File: config.mk
export PLATFORM = sky130hd
export DESIGN_NAME = lsu_controller_flat
export DESIGN_NICKNAME = d
export VERILOG_FILES = /design/src/rtl/lsu_controller_pkg.sv /design/src/rtl/lsu_controller_if.sv /design/src/rtl/lsu_lane_align.sv /design/src/rtl/lsu_controller.sv /design/src/flat_wrapper.sv
export SDC_FILE = /design/constraint.sdc
export NUM_CORES = 1
export LEC_CHECK = 0
export ABC_AREA = 1
export BUFFER_PORTS_ARGS = -buffer_cell sky130_fd_sc_hd__buf_4
export CAP_MARGIN = 40
export CORE_MARGIN = 2
export CORE_UTILIZATION = 25
export CTS_BUF_LIST = sky130_fd_sc_hd__clkbuf_8
export DETAILED_ROUTE_END_ITERATION = 16
export PLACE_DENSITY = 0.48
export SLEW_MARGIN = 10
export SYNTH_ARGS = -nofsm -noshare
export SYNTH_HDL_FRONTEND = slang
export SYNTH_HIERARCHICAL = 1
export SYNTH_SLANG_ARGS = --single-unit
File: constraint.sdc
create_clock -name clk -period 5.6 [get_ports clk]
set_input_delay 1.12 -clock clk [delete_from_list [all_inputs] [get_ports clk]]
set_output_delay 1.12 -clock clk [all_outputs]
set_load 0.005 [all_outputs]
File: src/rtl/lsu_controller_pkg.sv
// lsu_controller_pkg: shared types and helpers for the rv32i_sc data-port LSU.
// State encoding, access-size codes and the func3 unsigned-bit position live
// here so the controller, the lane aligner and the bench agree on them.
// Build option: LSU_MISALIGNED_SPLIT_EN (see lsu_controller.sv).
package lsu_controller_pkg;

   localparam int DATA_WIDTH_DEF     = 32;
   localparam int MEM_ADDR_WIDTH_DEF = 10;

   typedef enum logic [2:0] {
      ST_IDLE  = 3'd0,
      ST_ACC0  = 3'd1,
      ST_WAIT0 = 3'd2,
      ST_ACC1  = 3'd3,
      ST_WAIT1 = 3'd4,
      ST_DONE  = 3'd5
   } lsu_state_e;

   // Size codes are func3[1:0]; 2'b11 is treated as a word.
   localparam logic [1:0] SZ_BYTE = 2'b00;
   localparam logic [1:0] SZ_HALF = 2'b01;
   localparam logic [1:0] SZ_WORD = 2'b10;

   localparam int F3_UNSIGNED_BIT = 2;

   // Byte-lane mask of an access of the given size at offset 0.
   function automatic logic [3:0] size_mask(input logic [1:0] sz);
      case (sz)
         SZ_BYTE: size_mask = 4'b0001;
         SZ_HALF: size_mask = 4'b0011;
         default: size_mask = 4'b1111;
      endcase
   endfunction

   function automatic logic [2:0] size_bytes(input logic [1:0] sz);
      case (sz)
         SZ_BYTE: size_bytes = 3'd1;
         SZ_HALF: size_bytes = 3'd2;
         default: size_bytes = 3'd4;
      endcase
   endfunction

   // Address not a multiple of the access size.
   function automatic logic is_misaligned(input logic [1:0] sz, input logic [1:0] off);
      case (sz)
         SZ_BYTE: is_misaligned = 1'b0;
         SZ_HALF: is_misaligned = off[0];
         default: is_misaligned = (off != 2'b00);
      endcase
   endfunction

   // Access runs past the end of its word.
   function automatic logic is_crossing(input logic [1:0] sz, input logic [1:0] off);
      is_crossing = (({2'b00, off} + {1'b0, size_bytes(sz)}) > 4'd4);
   endfunction

endpackage

File: src/rtl/lsu_controller_if.sv
// lsu_controller_if: request/response and BRAM-port bundle of the LSU.
// Handshake: the core presents a request with req_valid; stall is the inverse
// of ready. A request is taken in the cycle req_valid is high while the LSU is
// idle, and the core must hold the pipeline while stall is high. rsp_valid is
// a one-cycle completion pulse with rsp_rdata/misaligned_err valid alongside.
// mem_rdata is returned by the BRAM the cycle after a read enable.
interface lsu_controller_if
   import lsu_controller_pkg::*;
#(
   parameter int DATA_WIDTH     = DATA_WIDTH_DEF,
   parameter int MEM_ADDR_WIDTH = MEM_ADDR_WIDTH_DEF
);
   logic                      req_valid;
   logic                      req_we;
   logic [2:0]                req_func3;
   logic [DATA_WIDTH-1:0]     req_addr;
   logic [DATA_WIDTH-1:0]     req_wdata;
   logic                      stall;
   logic                      rsp_valid;
   logic [DATA_WIDTH-1:0]     rsp_rdata;
   logic                      misaligned_err;
   logic                      mem_en;
   logic [3:0]                mem_we;
   logic [MEM_ADDR_WIDTH-1:0] mem_addr;
   logic [DATA_WIDTH-1:0]     mem_wdata;
   logic [DATA_WIDTH-1:0]     mem_rdata;

   // Core + BRAM side.
   modport master (
      output req_valid, req_we, req_func3, req_addr, req_wdata, mem_rdata,
      input  stall, rsp_valid, rsp_rdata, misaligned_err,
             mem_en, mem_we, mem_addr, mem_wdata
   );

   // LSU controller side.
   modport slave (
      input  req_valid, req_we, req_func3, req_addr, req_wdata, mem_rdata,
      output stall, rsp_valid, rsp_rdata, misaligned_err,
             mem_en, mem_we, mem_addr, mem_wdata
   );
endinterface

File: src/rtl/lsu_lane_align.sv
// lsu_lane_align: combinational byte-lane steering for the LSU.
// Store side: shifts the lane mask and write data into a two-word window,
// low word for the first access, high word for the second.
// Load side: selects the addressed bytes out of {hi, lo} and extends them.
// hi only needs its low three bytes: no access reaches beyond them.
module lsu_lane_align
   import lsu_controller_pkg::*;
#(
   parameter int DATA_WIDTH = DATA_WIDTH_DEF
) (
   input  logic [1:0]            offset_i,
   input  logic [1:0]            size_i,
   input  logic                  unsigned_i,
   input  logic [DATA_WIDTH-1:0] wdata_i,
   input  logic [DATA_WIDTH-1:0] lo_i,
   input  logic [DATA_WIDTH-9:0] hi_i,
   output logic [3:0]            mask_lo_o,
   output logic [3:0]            mask_hi_o,
   output logic [DATA_WIDTH-1:0] data_lo_o,
   output logic [DATA_WIDTH-1:0] data_hi_o,
   output logic [DATA_WIDTH-1:0] rdata_o
);
   logic [7:0]              mask8;
   logic [2*DATA_WIDTH-1:0] data_w;
   logic [DATA_WIDTH-1:0]   win;

   // Store lanes: mask and data shifted by the byte offset.
   always_comb begin
      mask8  = {4'b0000, size_mask(size_i)} << offset_i;
      data_w = {{DATA_WIDTH{1'b0}}, wdata_i} << {offset_i, 3'b000};
   end

   assign mask_lo_o = mask8[3:0];
   assign mask_hi_o = mask8[7:4];
   assign data_lo_o = data_w[DATA_WIDTH-1:0];
   assign data_hi_o = data_w[2*DATA_WIDTH-1:DATA_WIDTH];

   // Load bytes: window {hi, lo} >> 8*offset, then truncate and extend.
   always_comb begin
      case (offset_i)
         2'd0:    win = lo_i;
         2'd1:    win = {hi_i[7:0],  lo_i[DATA_WIDTH-1:8]};
         2'd2:    win = {hi_i[15:0], lo_i[DATA_WIDTH-1:16]};
         default: win = {hi_i[23:0], lo_i[DATA_WIDTH-1:24]};
      endcase
      case (size_i)
         SZ_BYTE: rdata_o = unsigned_i ? {{(DATA_WIDTH-8){1'b0}}, win[7:0]}
                                       : {{(DATA_WIDTH-8){win[7]}}, win[7:0]};
         SZ_HALF: rdata_o = unsigned_i ? {{(DATA_WIDTH-16){1'b0}}, win[15:0]}
                                       : {{(DATA_WIDTH-16){win[15]}}, win[15:0]};
         default: rdata_o = win;
      endcase
   end

endmodule

File: src/rtl/lsu_controller.sv
// lsu_controller: sequences one load/store onto a byte-enabled BRAM port with
// one-cycle read latency, stalling the core until the access completes.
// Build option LSU_MISALIGNED_SPLIT_EN: when defined, word-crossing accesses
// are split into two BRAM accesses; when undefined, any misaligned access is
// rejected with misaligned_err and the second-access states are not built.
// All outputs except stall are registered; mem_* values are computed from the
// state being entered so they appear in the cycle of the access state.
module lsu_controller
   import lsu_controller_pkg::*;
#(
   parameter int DATA_WIDTH     = DATA_WIDTH_DEF,
   parameter int MEM_ADDR_WIDTH = MEM_ADDR_WIDTH_DEF
) (
   input  logic           clk,
   input  logic           rst,
   lsu_controller_if.slave bus,
   output lsu_state_e     dbg_state_o
);
   lsu_state_e state_q, state_d;

   // Latched request.
   logic                      we_q;
   logic [2:0]                func3_q;
   logic [1:0]                off_q;
   logic [MEM_ADDR_WIDTH-1:0] idx_q;
   logic [DATA_WIDTH-1:0]     wdata_q;
   logic [DATA_WIDTH-1:0]     lo_q;

   // Registered outputs.
   logic                      mem_en_q, mem_en_d;
   logic [3:0]                mem_we_q, mem_we_d;
   logic [MEM_ADDR_WIDTH-1:0] mem_addr_q, mem_addr_d;
   logic [DATA_WIDTH-1:0]     mem_wdata_q, mem_wdata_d;
   logic                      rsp_valid_q;
   logic [DATA_WIDTH-1:0]     rsp_rdata_q, rdata_d;

   // Request fields: live inputs while idle (the accept cycle), latched after.
   logic                      is_idle;
   logic                      src_we;
   logic [2:0]                src_f3;
   logic [1:0]                src_off;
   logic [MEM_ADDR_WIDTH-1:0] src_idx;
   logic [DATA_WIDTH-1:0]     src_wdata;
   logic [1:0]                src_size;
   logic                      unused_addr_hi;

   logic [3:0]                mask_lo, mask_hi;
   logic [DATA_WIDTH-1:0]     data_lo, data_hi, ext_rdata, lo_sel;
   logic [DATA_WIDTH-9:0]     hi_sel;

   assign is_idle   = (state_q == ST_IDLE);
   assign src_we    = is_idle ? bus.req_we : we_q;
   assign src_f3    = is_idle ? bus.req_func3 : func3_q;
   assign src_off   = is_idle ? bus.req_addr[1:0] : off_q;
   assign src_idx   = is_idle ? bus.req_addr[MEM_ADDR_WIDTH+1:2] : idx_q;
   assign src_wdata = is_idle ? bus.req_wdata : wdata_q;
   assign src_size  = src_f3[1:0];
   assign unused_addr_hi = ^bus.req_addr[DATA_WIDTH-1:MEM_ADDR_WIDTH+2];

   // Read data is taken straight from the BRAM in the capture cycle.
   assign lo_sel = (state_q == ST_WAIT0) ? bus.mem_rdata : lo_q;

`ifdef LSU_MISALIGNED_SPLIT_EN
   logic                  cross;
   logic [DATA_WIDTH-9:0] hi_q;

   assign cross  = is_crossing(src_size, src_off);
   assign hi_sel = (state_q == ST_WAIT1) ? bus.mem_rdata[DATA_WIDTH-9:0] : hi_q;
   assign bus.misaligned_err = 1'b0;
`else
   logic misal;
   logic err_q, err_d;

   assign misal  = is_misaligned(src_size, src_off);
   assign hi_sel = '0;
   assign bus.misaligned_err = err_q;
`endif

   lsu_lane_align #(.DATA_WIDTH(DATA_WIDTH)) u_align (
      .offset_i   (src_off),
      .size_i     (src_size),
      .unsigned_i (src_f3[F3_UNSIGNED_BIT]),
      .wdata_i    (src_wdata),
      .lo_i       (lo_sel),
      .hi_i       (hi_sel),
      .mask_lo_o  (mask_lo),
      .mask_hi_o  (mask_hi),
      .data_lo_o  (data_lo),
      .data_hi_o  (data_hi),
      .rdata_o    (ext_rdata)
   );

   // Next state and completion data.
   always_comb begin
      state_d = state_q;
      rdata_d = '0;
`ifndef LSU_MISALIGNED_SPLIT_EN
      err_d   = 1'b0;
`endif
      case (state_q)
         ST_IDLE: begin
            if (bus.req_valid) begin
`ifdef LSU_MISALIGNED_SPLIT_EN
               state_d = ST_ACC0;
`else
               if (misal) begin
                  state_d = ST_DONE;
                  err_d   = 1'b1;
               end else begin
                  state_d = ST_ACC0;
               end
`endif
            end
         end
         ST_ACC0: begin
            if (!we_q) begin
               state_d = ST_WAIT0;
            end else begin
`ifdef LSU_MISALIGNED_SPLIT_EN
               state_d = cross ? ST_ACC1 : ST_DONE;
`else
               state_d = ST_DONE;
`endif
            end
         end
         ST_WAIT0: begin
`ifdef LSU_MISALIGNED_SPLIT_EN
            if (cross) begin
               state_d = ST_ACC1;
            end else begin
               state_d = ST_DONE;
               rdata_d = ext_rdata;
            end
`else
            state_d = ST_DONE;
            rdata_d = ext_rdata;
`endif
         end
`ifdef LSU_MISALIGNED_SPLIT_EN
         ST_ACC1: begin
            state_d = we_q ? ST_DONE : ST_WAIT1;
         end
         ST_WAIT1: begin
            state_d = ST_DONE;
            rdata_d = ext_rdata;
         end
`endif
         ST_DONE: begin
            state_d = ST_IDLE;
         end
         default: begin
            state_d = ST_IDLE;
         end
      endcase
   end

   // BRAM port values for the state being entered.
   always_comb begin
      mem_en_d    = (state_d == ST_ACC0) || (state_d == ST_ACC1);
      mem_we_d    = '0;
      mem_addr_d  = mem_addr_q;
      mem_wdata_d = mem_wdata_q;
      if (state_d == ST_ACC0) begin
         mem_addr_d  = src_idx;
         mem_wdata_d = data_lo;
         mem_we_d    = src_we ? mask_lo : 4'b0000;
      end else if (state_d == ST_ACC1) begin
         mem_addr_d  = src_idx + 1'b1;
         mem_wdata_d = data_hi;
         mem_we_d    = src_we ? mask_hi : 4'b0000;
      end
   end

   // State register.
   always_ff @(posedge clk or posedge rst) begin
      if (rst) state_q <= ST_IDLE;
      else     state_q <= state_d;
   end

   // Request latch on accept.
   always_ff @(posedge clk or posedge rst) begin
      if (rst) begin
         we_q    <= 1'b0;
         func3_q <= '0;
         off_q   <= '0;
         idx_q   <= '0;
         wdata_q <= '0;
      end else if (is_idle && bus.req_valid) begin
         we_q    <= bus.req_we;
         func3_q <= bus.req_func3;
         off_q   <= bus.req_addr[1:0];
         idx_q   <= bus.req_addr[MEM_ADDR_WIDTH+1:2];
         wdata_q <= bus.req_wdata;
      end
   end

   // Load data capture; the high word is cleared on accept so it reads 0 when unused.
   always_ff @(posedge clk or posedge rst) begin
      if (rst) begin
         lo_q <= '0;
`ifdef LSU_MISALIGNED_SPLIT_EN
         hi_q <= '0;
`endif
      end else begin
         if (state_q == ST_WAIT0) lo_q <= bus.mem_rdata;
`ifdef LSU_MISALIGNED_SPLIT_EN
         if (is_idle && bus.req_valid)   hi_q <= '0;
         else if (state_q == ST_WAIT1)   hi_q <= bus.mem_rdata[DATA_WIDTH-9:0];
`endif
      end
   end

   // Output registers.
   always_ff @(posedge clk or posedge rst) begin
      if (rst) begin
         mem_en_q    <= 1'b0;
         mem_we_q    <= '0;
         mem_addr_q  <= '0;
         mem_wdata_q <= '0;
         rsp_valid_q <= 1'b0;
         rsp_rdata_q <= '0;
`ifndef LSU_MISALIGNED_SPLIT_EN
         err_q       <= 1'b0;
`endif
      end else begin
         mem_en_q    <= mem_en_d;
         mem_we_q    <= mem_we_d;
         mem_addr_q  <= mem_addr_d;
         mem_wdata_q <= mem_wdata_d;
         rsp_valid_q <= (state_d == ST_DONE);
         rsp_rdata_q <= rdata_d;
`ifndef LSU_MISALIGNED_SPLIT_EN
         err_q       <= err_d;
`endif
      end
   end

   assign bus.stall     = (!is_idle && state_q != ST_DONE) || (is_idle && bus.req_valid);
   assign bus.rsp_valid = rsp_valid_q;
   assign bus.rsp_rdata = rsp_rdata_q;
   assign bus.mem_en    = mem_en_q;
   assign bus.mem_we    = mem_we_q;
   assign bus.mem_addr  = mem_addr_q;
   assign bus.mem_wdata = mem_wdata_q;
   assign dbg_state_o   = state_q;

endmodule

File: src/flat_wrapper.sv
// flat-port wrapper written by rule: the top's interface ports become plain ports
module lsu_controller_flat import lsu_controller_pkg::*;
#(
   parameter int DATA_WIDTH     = DATA_WIDTH_DEF,
   parameter int MEM_ADDR_WIDTH = MEM_ADDR_WIDTH_DEF
)
  (clk, rst, dbg_state_o, bus_req_valid, bus_req_we, bus_req_func3, bus_req_addr, bus_req_wdata, bus_mem_rdata, bus_stall, bus_rsp_valid, bus_rsp_rdata, bus_misaligned_err, bus_mem_en, bus_mem_we, bus_mem_addr, bus_mem_wdata);
  lsu_controller_if #(.DATA_WIDTH(DATA_WIDTH), .MEM_ADDR_WIDTH(MEM_ADDR_WIDTH)) bus_i ();
  input  logic clk;
  input  logic rst;
  output lsu_state_e dbg_state_o;
  input wire logic [$bits(bus_i.req_valid)-1:0] bus_req_valid;
  input wire logic [$bits(bus_i.req_we)-1:0] bus_req_we;
  input wire logic [$bits(bus_i.req_func3)-1:0] bus_req_func3;
  input wire logic [$bits(bus_i.req_addr)-1:0] bus_req_addr;
  input wire logic [$bits(bus_i.req_wdata)-1:0] bus_req_wdata;
  input wire logic [$bits(bus_i.mem_rdata)-1:0] bus_mem_rdata;
  output wire logic [$bits(bus_i.stall)-1:0] bus_stall;
  output wire logic [$bits(bus_i.rsp_valid)-1:0] bus_rsp_valid;
  output wire logic [$bits(bus_i.rsp_rdata)-1:0] bus_rsp_rdata;
  output wire logic [$bits(bus_i.misaligned_err)-1:0] bus_misaligned_err;
  output wire logic [$bits(bus_i.mem_en)-1:0] bus_mem_en;
  output wire logic [$bits(bus_i.mem_we)-1:0] bus_mem_we;
  output wire logic [$bits(bus_i.mem_addr)-1:0] bus_mem_addr;
  output wire logic [$bits(bus_i.mem_wdata)-1:0] bus_mem_wdata;
  assign bus_i.req_valid = bus_req_valid;
  assign bus_i.req_we = bus_req_we;
  assign bus_i.req_func3 = bus_req_func3;
  assign bus_i.req_addr = bus_req_addr;
  assign bus_i.req_wdata = bus_req_wdata;
  assign bus_i.mem_rdata = bus_mem_rdata;
  assign bus_stall = bus_i.stall;
  assign bus_rsp_valid = bus_i.rsp_valid;
  assign bus_rsp_rdata = bus_i.rsp_rdata;
  assign bus_misaligned_err = bus_i.misaligned_err;
  assign bus_mem_en = bus_i.mem_en;
  assign bus_mem_we = bus_i.mem_we;
  assign bus_mem_addr = bus_i.mem_addr;
  assign bus_mem_wdata = bus_i.mem_wdata;
  lsu_controller #(.DATA_WIDTH(DATA_WIDTH), .MEM_ADDR_WIDTH(MEM_ADDR_WIDTH)) u_core (.clk(clk), .rst(rst), .bus(bus_i), .dbg_state_o(dbg_state_o));
endmodule
==> results.py, run 1 <==
metrics = {
    "status": {
        "status": "complete, no violations",
    },
    "timing": {
        "finalCriticalPeriod_ns": 3.62,
        "finalClockSkew_ns": 0.0257,
        "rsz0062_at_grt": "false",
        "max_freq_ghz": 0.276,
        "maxSlewHeadroom_pct": 46.9,
        "setup_tns_ns": 0,
        "hold_viol_final": 0,
        "setup_viol": 0,
        "tightestPinTransition_ns": 0.796,
        "maxSlewViolCount": 0,
        "min_period_over_period_pct": 64.7,
        "setup_slack_ns": 1.98,
    },
    "routing": {
        "dr.pass1.iters": 7,
        "wl_per_cell_um": 15.6,
        "drt_iter0_drc": 372,
        "drc": 0,
        "wirelength_mm": 26.7,
        "ant_nets": 0,
        "num_vias": 7383,
        "via_per_inst": 4.32,
    },
    "final_layout": {
        "layout_common_cells": "nand2_1, buf_4, dfrtp_1",
        "nNetsFinal": 1350,
        "seqCellArea_um2": 4100,
        "multiInputGateArea_um2": 3710,
        "fill_cells": 3633,
        "area_growth_pct": 25.2,
        "mostFrequentLayoutCell": "nand2_1",
        "drive_gt1_share_pct": 20.8,
    },
    "floorplan": {
        "initial_core_util_pct": 25.3,
        "coreArea_um2": 33400,
        "die_area_um2": 35300,
        "pin_count": 188,
        "rows": 67,
        "die_h_um": 188,
        "fp.dieW_um": 188,
    },
    "global_routing": {
        "gr-total-overflow": 0,
        "antenna_found_initial": 2,
        "grt_pass1_vias": 7459,
        "grt_pass1_wl_mm": 42.2,
        "grt_use_total_pct": 15.6,
        "grt_max_degree": 86,
    },
    "synth": {
        "syn_avg_cell_area_um2": 7.84,
        "synth_area_um2": 8440,
        "synth_warnings": 6,
        "synth_cells": 1077,
    },
    "placed_design": {
        "post-dp-hpwl_mm": 18.5,
        "routabilityCongestion": 0.786,
        "dp_slack_ns": 1.71,
        "io_buffers": 167,
    },
    "setup_path": {
        "crit_arrival_ns": 3.98,
        "setup.worst_path.class": "flop to flop",
        "crit_fanout": 32,
        "critical_path_required_ns": 5.95,
        "crit_path_end_kind": "flop",
        "startpoint_type": "flop",
    },
    "cts": {
        "holdBufCountCts": 0,
        "clk_pin_slew_worst_paths_ns": 0.10,
        "htree_num_levels": 4,
        "cts.sinks": 164,
        "clk_path_buf_depth": 2,
        "cts_resized": 0,
        "cts_setup_buffers": 0,
        "cts_buffers": 17,
        "clk_latency_ns": 0.50,
        "cts_tree": "yes",
        "cts-root-buf": "clkbuf_8",
    },
    "min_path": {
        "hp-class": "flop to flop",
    },
    "power": {
        "irDropWorstVdd_v": 0.000315,
        "power_leakage_nw": 5.49,
        "power.density_nw_per_um2": 655,
    },
    "flow_run": {
        "cap_violations": 0,
    },
}
## through the flow
step                power [mW]  util [%]  std cells  hold slack, ns  cell area, um2
floorplan                 4.80         -       1123           0.407            8620
global placement          6.05      30.4       1675           0.437           10200
detailed placement        6.11      30.5       1676           0.426           10200
CTS                       7.03      31.7       1707           0.455           10600
global route              7.62      31.7       1707           0.487           10600
finish                    6.93      31.7       1709           0.460           10600
## area by class of cell
cell class,instances,area share (%)
Clock buffer,19,2.47
Multi-Input combinational cell,769,35.1
Clock inverter,12,1.24
Tap cell,448,5.30
Antenna cell,2,0.0473
Sequential cell,164,38.8
Timing Repair Buffer,179,12.8
Inverter,116,4.17
## path summary, 6_finish.rpt
path	from	to	slack [ns]	depth (start not counted)
worst max-delay path	u_core/dbg_state_o[2]$_DFF_PP0_	u_core/bus.rsp_rdata[13]$_DFF_PP0_	1.98	12
worst min-delay path	u_core/we_q$_DFFE_PP0P_	u_core/dbg_state_o[1]$_DFF_PP0_	0.46	1
worst max register to register	u_core/dbg_state_o[2]$_DFF_PP0_	u_core/bus.rsp_rdata[13]$_DFF_PP0_	1.98	12
worst min register to register	u_core/we_q$_DFFE_PP0P_	u_core/dbg_state_o[1]$_DFF_PP0_	0.46	1
max in group asynchronous	rst	u_core/bus.rsp_rdata[20]$_DFF_PP0_	3.69	3
min in group asynchronous	rst	u_core/wdata_q[26]$_DFFE_PP0P_	0.72	2
## routing by layer
layer  wire length, um  vias up  global-route usage [%]
li1                  -     3746                       -
met2             13700      163                    28.0
met3              1610       16                    4.53
met5                 0        -                       0
met1             11100     3458                    18.1
met4               297        0                    4.18
## flip-flops by register name (all words and copies together) (netlist names)
register and cells:
u_core/bus.mem_wdata 32, u_core/bus.rsp_rdata 32, u_core/lo_q 32, u_core/wdata_q 32, u_core/bus.mem_addr 10, u_core/idx_q 10
u_core/bus.mem_we 4, u_core/dbg_state_o 3, u_core/func3_q 3, u_core/off_q 2, u_core/bus.mem_en 1, u_core/bus.misaligned_err 1
u_core/bus.rsp_valid 1, u_core/we_q 1
## worst max-delay path, cell delays in order, from the launching register on
cell and delay (ns):
dfrtp_1 0.47, nor2_4 0.24, nand2_2 0.22, nand2_1 0.11
nand2_1 0.07, inv_1 0.45, buf_4 0.45, nand2_2 0.36
or2_1 0.37, nand3_2 0.38, o21ai_1 0.19, inv_1 0.09
nor2_1 0.05
## where the power goes
group / switching [mW] / total (mW) / internal (mW)
Sequential: 0.216 / 1.89 / 1.68
Clock: 0.478 / 0.894 / 0.417
Combinational: 2.71 / 4.14 / 1.43
Total: 3.40 / 6.93 / 3.53
Power figures use the tool's default switching activity.
==> run 2, diff against run 1 <==
Settings changed: ABC_AREA 1 to 0, PLACE_DENSITY 0.48 to 0.49.
Clock period 5.6 ns to 3.2 ns, I/O delays scaled along.
==> results.py, run 2 <==
metrics = {
    "status": {
        "status": "complete, no violations",
    },
    "timing": {
        "rsz0062_at_grt": "false",
        "max_freq_ghz": 0.365,
        "maxSlewViolCount": 0,
        "setup_viol": 0,
        "hold_viol_final": 0,
        "finalCriticalPeriod_ns": 2.74,
        "setup_tns_ns": 0,
        "maxSlewHeadroom_pct": 51.0,
        "tightestPinTransition_ns": 0.732,
        "min_period_over_period_pct": 85.6,
        "finalClockSkew_ns": 0.0158,
    },
    "synth": {
        "synth_cells": 581,
        "syn_avg_cell_area_um2": 13.7,
        "synth_area_um2": 7940,
        "synth_warnings": 6,
    },
    "global_routing": {
        "antenna_found_initial": 3,
        "grt_pass1_wl_mm": 32.9,
        "grt_pass1_vias": 5649,
        "grt_max_degree": 54,
        "gr-total-overflow": 0,
        "grt_use_total_pct": 13.0,
    },
    "routing": {
        "dr.pass1.iters": 4,
        "routed.top_layer": "met5",
        "wl_met1_mm": 8.92,
        "wl_met3_mm": 1.80,
        "num_vias": 5218,
        "wl_per_cell_um": 17.5,
        "drt_iter0_drc": 241,
        "via_per_inst": 4.33,
        "drc": 0,
        "wirelength_mm": 21.0,
        "ant_nets": 0,
        "wl_met2_mm": 10.1,
    },
    "floorplan": {
        "fp.dieW_um": 182,
        "die_h_um": 182,
        "coreArea_um2": 31400,
        "initial_core_util_pct": 25.3,
        "rows": 65,
        "pin_count": 188,
        "die_area_um2": 33200,
    },
    "cts": {
        "clk_latency_ns": 0.46,
        "cts_resized": 0,
        "clk_pin_slew_worst_paths_ns": 0.10,
        "clk_path_buf_depth": 2,
        "holdBufCountCts": 0,
        "cts.sinks": 155,
        "cts_buffers": 17,
        "cts_setup_buffers": 0,
        "cts-root-buf": "clkbuf_8",
        "htree_num_levels": 4,
        "cts_tree": "yes",
    },
    "power": {
        "power.density_nw_per_um2": 1040,
        "internal_power_mw": 6.66,
        "pwr-share-comb_pct": 56.4,
        "power_leakage_nw": 4.81,
        "power_switching_share_pct": 37.0,
        "irDropWorstVdd_v": 0.000430,
        "power_mw": 10.6,
        "p_clk_share_pct": 13.9,
        "switching_power_mw": 3.92,
        "seq_power_share_pct": 29.7,
    },
    "setup_path": {
        "critical_path_required_ns": 3.54,
        "startpoint_type": "flop",
        "crit_fanout": 16,
        "path_cells": "nand2b_1 -> nor2_4 -> mux2_2 -> mux4_1 -> mux2i_4 -> buf_4 -> o21ai_0 -> and2_1",
        "cpMaxStageDelayCell": "mux4_1",
        "crit_arrival_ns": 3.08,
        "crit_buf_inv": 1,
        "setup.worst_path.class": "flop to flop",
        "crit_family": "multiplexers",
        "crit_path_end_kind": "flop",
        "cp_slowest_stage_delay_ns": 0.57,
    },
    "final_layout": {
        "layout_common_cells": "buf_4, dfrtp_1, mux2_2",
        "mostFrequentLayoutCell": "buf_4",
        "nNetsFinal": 890,
        "fin_util_pct": 32.5,
        "fill_cells": 3154,
        "drive_gt1_share_pct": 52.4,
        "area_growth_pct": 28.6,
    },
    "flow_run": {
        "cap_violations": 0,
    },
    "placed_design": {
        "post-dp-hpwl_mm": 14.9,
        "routabilityCongestion": 0.749,
        "io_buffers": 167,
    },
    "min_path": {
        "hp-class": "input pin to async pin",
    },
}
==> run 2: changes by cell type in the layout (fill, tap and decap cells not counted), moves of 48 or more <==
cell	delta
nand4_1	-48
mux2_2	+83
o21ai_0	-92
inv_1	-109
nand2_1	-267
nor2_1	-77
==> run 2: power groups by stage <==
| stage | combinational, mW | sequential [mW] | clock, mW |
|---|---|---|---|
| 4_1_cts | 6.12 | 3.15 | 1.54 |
| 2_1_floorplan | 4.44 | 3.11 | 0 |
| 5_1_grt | 6.58 | 3.25 | 1.62 |
| 3_5_place_dp | 6.10 | 3.18 | 0 |
| 3_3_place_gp | 6.06 | 3.16 | 0 |
| 6_report | 5.96 | 3.15 | 1.47 |
==> run 2: worst reg2reg max path, delay by kind of cell (launching register included) <==
family / cells / cell delay (ns)
muxes: 3 / 1.15
and+or+nand+nor: 3 / 0.62
DFF: 1 / 0.52
buffers and inverters: 1 / 0.25
AOI/OAI and AO/OA: 1 / 0.10
==> run 2: layout make-up <==
type                       count  area (um2)  area share, %
sequential                   155        3880           38.0
antenna                        2        5.00         0.0490
multi-input combinational    422        3950           38.7
clock buffer                  17         234           2.29
clock inverter                15         141           1.38
inverter                       3        15.0          0.147
timing repair buffer         188        1490           14.6
tap                          402         503           4.93
==> run 2: worst paths after layout <==
path / startpoint / end / slack [ns] / cells after the start
setup reg to reg: u_core/dbg_state_o[0]$_DFF_PP0_ / u_core/bus.rsp_rdata[26]$_DFF_PP0_ / 0.46 / 8
max in group asynchronous: rst / u_core/bus.mem_wdata[0]$_DFFE_PP0P_ / 2.41 / 4
setup / recovery: u_core/dbg_state_o[0]$_DFF_PP0_ / u_core/bus.rsp_rdata[26]$_DFF_PP0_ / 0.46 / 8
min in group clk: bus_req_addr[5] / u_core/bus.mem_addr[3]$_DFFE_PP0P_ / 0.40 / 2
hold / removal: rst / u_core/lo_q[10]$_DFF_PP0_ / 0.05 / 2
hold reg to reg: u_core/lo_q[0]$_DFF_PP0_ / u_core/lo_q[0]$_DFF_PP0_ / 0.51 / 1
==> run 2: layer usage <==
| metal | vias to the layer above | GRT usage (%) |
|---|---|---|
| met2 | 148 | 21.7 |
| met5 | - | 0 |
| met4 | 2 | 2.19 |
| met1 | 2612 | 15.9 |
| met3 | 17 | 5.39 |
| li1 | 2439 | - |
==> run 2: through the flow <==
stage               hold slack [ns]  std cells  worst slack (ns)  instance area, um2
global placement              0.478       1169             0.470                9810
detailed placement            0.486       1170             0.453                9830
global route                 0.0238       1202             0.283               10200
finish                       0.0529       1204             0.461               10200
CTS                          0.0260       1202             0.438               10200
floorplan                     0.459        629             0.119                8130
